File: config.mk
export PLATFORM = sky130hd
export DESIGN_NAME = seq_or_gen
export DESIGN_NICKNAME = d
export VERILOG_FILES = /design/src/rtl/seq_or_pkg.sv /design/src/rtl/seq_or_thread.sv /design/src/rtl/seq_or_gen.sv
export SDC_FILE = /design/constraint.sdc
export NUM_CORES = 1
export LEC_CHECK = 0
export CORE_ASPECT_RATIO = 1.2
export CORE_MARGIN = 3
export CORE_UTILIZATION = 25
export CTS_BUF_LIST = sky130_fd_sc_hd__clkbuf_16
export DETAILED_ROUTE_END_ITERATION = 16
export SETUP_SLACK_MARGIN = 0.2
export SYNTH_ARGS = -nofsm -noshare
export SYNTH_HDL_FRONTEND = slang
export SYNTH_SLANG_ARGS = --single-unit
File: constraint.sdc
create_clock -name clk -period 4.7 [get_ports clk]
set_clock_uncertainty 0.15 [all_clocks]
set_input_delay 0.94 -clock clk [delete_from_list [all_inputs] [get_ports clk]]
set_output_delay 0.94 -clock clk [all_outputs]
set_load 0.01 [all_outputs]
File: src/rtl/seq_or_pkg.sv
// Shared types and defaults for the seq_or two-thread stimulus generator.
// Thread-state and thread-select encodings live here.
package seq_or_pkg;

    localparam int DW_DEF  = 32;
    localparam int V_A_DEF = 1;
    localparam int V_C_DEF = 2;

    typedef enum logic [2:0] {
        ST_IDLE   = 3'd0,
        ST_LAUNCH = 3'd1,
        ST_GAP    = 3'd2,
        ST_DATA   = 3'd3,
        ST_END    = 3'd4
    } thr_state_t;

    typedef enum logic [1:0] {
        SEL_NONE = 2'b00,
        SEL_A    = 2'b01,
        SEL_C    = 2'b10,
        SEL_BOTH = 2'b11
    } sel_t;

endpackage

File: src/rtl/seq_or_thread.sv
// One stimulus thread: launch strobe, optional idle gap, data beat, then e beat.
// GAP=0 gives thread A timing, GAP=1 gives thread C timing.
module seq_or_thread
    import seq_or_pkg::*;
#(
    parameter int DW  = DW_DEF,
    parameter bit GAP = 1'b0,
    parameter int VAL = V_A_DEF
) (
    input  logic          clk,
    input  logic          rst,
    input  logic          go,
    input  logic          err,
    output logic          launch,
    output logic          dv,
    output logic [DW-1:0] data,
    output logic          ev,
    output logic [DW-1:0] e,
    output logic          act,
    output logic          live_nxt,
    output logic          end_nxt
);

    localparam logic [DW-1:0] VAL_W = DW'(VAL);
    localparam logic [DW-1:0] VAL_E = DW'(VAL + 1);

    thr_state_t state;
    thr_state_t state_nxt;
    logic       err_q;

    always_comb begin
        state_nxt = state;
        unique case (state)
            ST_IDLE:   if (go) state_nxt = ST_LAUNCH;
            ST_LAUNCH: state_nxt = GAP ? ST_GAP : ST_DATA;
            ST_GAP:    state_nxt = ST_DATA;
            ST_DATA:   state_nxt = ST_END;
            ST_END:    state_nxt = ST_IDLE;
            default:   state_nxt = ST_IDLE;
        endcase
    end

    assign act      = (state != ST_IDLE);
    assign end_nxt  = (state_nxt == ST_END);
    assign live_nxt = (state_nxt == ST_LAUNCH) || (state_nxt == ST_GAP)
                   || (state_nxt == ST_DATA);

    // Outputs are registered off the next state so they change only on edges.
    always_ff @(posedge clk) begin
        if (rst) begin
            state  <= ST_IDLE;
            err_q  <= 1'b0;
            launch <= 1'b0;
            dv     <= 1'b0;
            data   <= '0;
            ev     <= 1'b0;
            e      <= '0;
        end else begin
            state  <= state_nxt;
            if (go && state == ST_IDLE) err_q <= err;
            launch <= (state_nxt == ST_LAUNCH);
            dv     <= (state_nxt == ST_DATA);
            data   <= (state_nxt == ST_DATA) ? VAL_W : '0;
            ev     <= (state_nxt == ST_END);
            e      <= (state_nxt == ST_END) ? (err_q ? VAL_E : VAL_W) : '0;
        end
    end

endmodule

File: src/rtl/seq_or_gen.sv
// Two-thread "or" stimulus generator with a one-cycle start/ready launch.
// Optional SEQ_OR_GEN_ERR_EN adds err_inj to corrupt every e of a transaction.
module seq_or_gen
    import seq_or_pkg::*;
#(
    parameter int DW  = DW_DEF,
    parameter int V_A = V_A_DEF,
    parameter int V_C = V_C_DEF,
    parameter int CW  = 8
) (
    input  logic          clk,
    input  logic          rst,
    input  logic          start,
    input  logic [1:0]    sel,
`ifdef SEQ_OR_GEN_ERR_EN
    input  logic          err_inj,
`endif
    output logic          ready,
    output logic          busy,
    output logic          a,
    output logic          c,
    output logic [DW-1:0] b,
    output logic [DW-1:0] d,
    output logic [DW-1:0] e,
    output logic          done,
    output logic [CW-1:0] txn_cnt
);

    logic err;
`ifdef SEQ_OR_GEN_ERR_EN
    assign err = err_inj;
`else
    assign err = 1'b0;
`endif

    logic want_a, want_c, go;
    logic a_dv, a_ev, a_act, a_live, a_end;
    logic c_dv, c_ev, c_act, c_live, c_end;
    logic [DW-1:0] a_data, a_e, c_data, c_e;
    logic done_nxt;

    always_comb begin
        want_a = 1'b0;
        want_c = 1'b0;
        unique case (sel_t'(sel))
            SEL_A:    want_a = 1'b1;
            SEL_C:    want_c = 1'b1;
            SEL_BOTH: begin
                want_a = 1'b1;
                want_c = 1'b1;
            end
            default:  ;
        endcase
    end

    assign busy  = a_act | c_act;
    assign ready = ~busy;
    assign go    = start & ready;

    seq_or_thread #(.DW(DW), .GAP(1'b0), .VAL(V_A)) u_thr_a (
        .clk(clk), .rst(rst), .go(go & want_a), .err(err),
        .launch(a), .dv(a_dv), .data(a_data), .ev(a_ev), .e(a_e),
        .act(a_act), .live_nxt(a_live), .end_nxt(a_end)
    );

    seq_or_thread #(.DW(DW), .GAP(1'b1), .VAL(V_C)) u_thr_c (
        .clk(clk), .rst(rst), .go(go & want_c), .err(err),
        .launch(c), .dv(c_dv), .data(c_data), .ev(c_ev), .e(c_e),
        .act(c_act), .live_nxt(c_live), .end_nxt(c_end)
    );

    assign b = a_dv ? a_data : '0;
    assign d = c_dv ? c_data : '0;
    assign e = a_ev ? a_e : (c_ev ? c_e : '0);

    // A transaction finishes when a thread ends and no thread keeps running.
    assign done_nxt = (a_end | c_end) & ~a_live & ~c_live;

    always_ff @(posedge clk) begin
        if (rst) begin
            done    <= 1'b0;
            txn_cnt <= '0;
        end else begin
            done <= done_nxt;
            if (done_nxt) txn_cnt <= txn_cnt + CW'(1);
        end
    end

endmodule

==> impl_metrics.py <==
metrics = {
    "critical_path": {
        "cp.arrival_ns": 1.63,
        "timing.rr.end": "txn_cnt[2]$_SDFFE_PP0P_",
        "cp_max_fo": 9,
        "rrSetupSlack_ns": 2.93,
        "worstSetupEndpointType": "output port",
        "crit_path_start_kind": "flip-flop",
        "required_ns": 3.61,
        "timing.critical_path.from": "u_thr_a.state[2]$_SDFF_PP0_",
        "worstSetupPathType": "flip-flop to output port",
        "reg2reg_depth": 4,
        "timing.rr.start": "u_thr_c.state[2]$_SDFF_PP0_",
    },
    "power": {
        "clkPwrFrac_pct": 25.9,
        "power_density_mw_per_mm2": 404,
        "power_switching_w": 0.000239,
        "pwr-share-seq_pct": 38.4,
        "power.total_w": 0.000702,
        "swShare_pct": 34.1,
        "combinationalPowerShare_pct": 35.7,
        "vdd_drop_max_v": 0.000244,
        "internal-power_w": 0.000463,
        "leakage_nw": 0.812,
    },
    "worst_hold_path": {
        "min_path_cells": 2,
        "min_path_type": "flip-flop to flip-flop",
        "hp-start": "txn_cnt[1]$_SDFFE_PP0P_",
        "min_to": "txn_cnt[1]$_SDFFE_PP0P_",
    },
    "synthesis": {
        "yosys.area_share.adder_pct": 0.711,
        "synth_edf_count": 0,
        "synth_top_area_cell": "buf_4",
        "yosys.area_share.simple_pct": 19.3,
        "synthMuxAreaShare_pct": 1.21,
        "syn_avg_cell_area_um2": 8.30,
        "synth_warnings": 0,
        "yosysSeqAreaShare_pct": 26.2,
        "synth_compound_area_share_pct": 7.54,
        "postSynth.asyncResetShare_pct": 0,
        "netlist.area_leader.share_pct": 40.5,
        "syn_inst": 212,
        "synth_most_common_cell": "buf_4",
        "synthXorXnorAreaFrac_pct": 0.996,
        "ys_ff_latch": 23,
        "synth_ff_type": "dfxtp_1",
        "synth_cell_types": 38,
        "synth_top_family_by_area": "buffers and inverters",
        "synthTopCellsByCount": "buf_4 (95), dfxtp_1 (23), nor3_1 (10), nand2_1 (9)",
        "synth_area_leaders": "buf_4 (41%), dfxtp_1 (26%), nor3_1 (2.8%)",
        "synthesis.area_mm2": 0.00176,
    },
    "cts": {
        "insertion_delay_ns": 0.25,
        "cts.path.max_buffers": 2,
        "clock_sinks": 23,
        "holdBufCountCts": 0,
        "cts_tree": "built",
        "cts_root_buf": "clkbuf_16",
        "numCtsBuffers": 3,
        "cts.clk_slew.worst_paths_ns": 0.06,
        "post-cts-setup-buffers": 0,
        "htreeDepth": 1,
        "cts_resized": 0,
    },
    "detailed_routing": {
        "routed_wl_mm": 2.82,
        "drc": 0,
        "ant_nets": 0,
        "first_pass_iters": 4,
        "first_iter_violations": 65,
        "avgViaCountPerCell": 3.59,
        "vias": 1121,
        "post_drt_wl_per_cell_um": 9.03,
    },
    "run_status": {
        "status": "completed",
    },
    "flow_run": {
        "drv_cap": 0,
    },
    "finish": {
        "final_cells": 312,
        "largest_reg_flops": 8,
        "insertedDiodeCount": 0,
        "syn2layout_area_growth_pct": -1.21,
        "regMostFlops": "txn_cnt",
        "reg_top3": "txn_cnt (8), u_thr_a.state (3), u_thr_c.state (3)",
        "final_nets": 234,
        "drive_gt1_share_pct": 5.29,
    },
    "timing": {
        "period_share_pct": 57.9,
        "finalSetupViolations": 0,
        "worst_pin_slew_ns": 0.956,
        "slew_headroom_pct": 36.0,
        "finalHoldViolations": 0,
        "fin_tns_setup_ns": 0,
        "slew_viol_final": 0,
        "period_needed_ns": 2.72,
        "fmax_mhz": 367,
        "holdWs_ns": 0.377,
        "rsz0062_at_grt": "no",
    },
    "global_routing": {
        "grt_first_pass_wirelength_mm": 4.07,
        "grtUsageTotal_pct": 6.29,
        "grt-ovfl-total": 0,
        "grt_pass1_vias": 894,
        "antenna_found_initial": 0,
        "grt_start_max_net_pins": 28,
    },
    "die": {
        "start_util_pct": 26.6,
        "rows": 32,
        "die_h_um": 97.9,
        "core-area_mm2": 0.00661,
        "dieWidth_um": 82.6,
        "dieArea_mm2": 0.00808,
        "io_pins": 114,
    },
    "placed_design": {
        "place_inst": 308,
        "io_buffers": 21,
        "gp_congestion": 0.757,
        "hpwlAfterDp_mm": 2.12,
    },
}
-- power by group through the flow --
stage               clock network [W]  registers, W  logic (W)
CTS                          0.000187      0.000270   0.000252
global placement                    0      0.000273   0.000249
detailed placement                  0      0.000274   0.000250
global route                 0.000196      0.000277   0.000279
floorplan                           0      0.000272   0.000216
finish                       0.000182      0.000269   0.000250
-- per-layer routing --
metal	vias up	routed length [um]	GRT usage, %
met5	-	0	0
met4	0	25	2.26
met3	4	450	3.04
met2	80	1200	9.20
met1	494	1140	7.97
li1	543	-	-
-- through the flow --
step | util [%] | area, um2 | setup WS [ns]
final | 26.3 | 1740 | 1.98
after global routing | 26.3 | 1740 | 1.88
after CTS | 26.3 | 1740 | 1.97
after detailed placement | 25.1 | 1660 | 1.77
after global placement | 25.1 | 1660 | 1.81
after floorplan | - | 2100 | 2.64
-- kinds of logic after synthesis --
family | Yosys count
buf+inv | 104
fa+ha+maj | 1
xor+xnor | 2
flops | 23
other cells | 1
compound gates | 17
simple gates | 62
mux | 2
-- final cells by class --
class | count | area, um2
clock buffer | 3 | 75.1
clock inverter | 1 | 5.00
fill | 738 | 4870
inverter | 3 | 11.3
multi-input combinational | 176 | 870
sequential | 23 | 460
tap | 85 | 106
timing repair buffer | 21 | 210
-- critical path, stage by stage, from the launching register on --
cell             delay (ns)
dfxtp_1                0.47
nor2_1                 0.07
and3_1                 0.17
inv_1                  0.11
clkdlybuf4s50_1        0.55
-- cell usage in the layout, fill, tap and decap left out, drive strengths merged, types with 2 or more instances in the layout --
cell and count:
xnor2 2, clkbuf 3, o21ai 3, and2 4, o211ai 2, inv 3, nand2b 2, conb 92
clkdlybuf4s50 21, nor3 10, nor4 2, nor3b 4, nand3 7, nand2 10, o21bai 3, nand4 6
nor2 7, or3 2, and3b 2, nor2b 4, dfxtp 23, a21oi 3
-- how the worst max path moves through the flow --
stage	to	cells past startpoint
2_1_floorplan	txn_cnt[6]$_SDFFE_PP0P_	5
4_1_cts	busy	4
3_5_place_dp	txn_cnt[3]$_SDFFE_PP0P_	5
3_3_place_gp	txn_cnt[3]$_SDFFE_PP0P_	5
6_report	busy	4
5_1_grt	busy	4
Note: power is estimated with default switching activity, not from simulation.
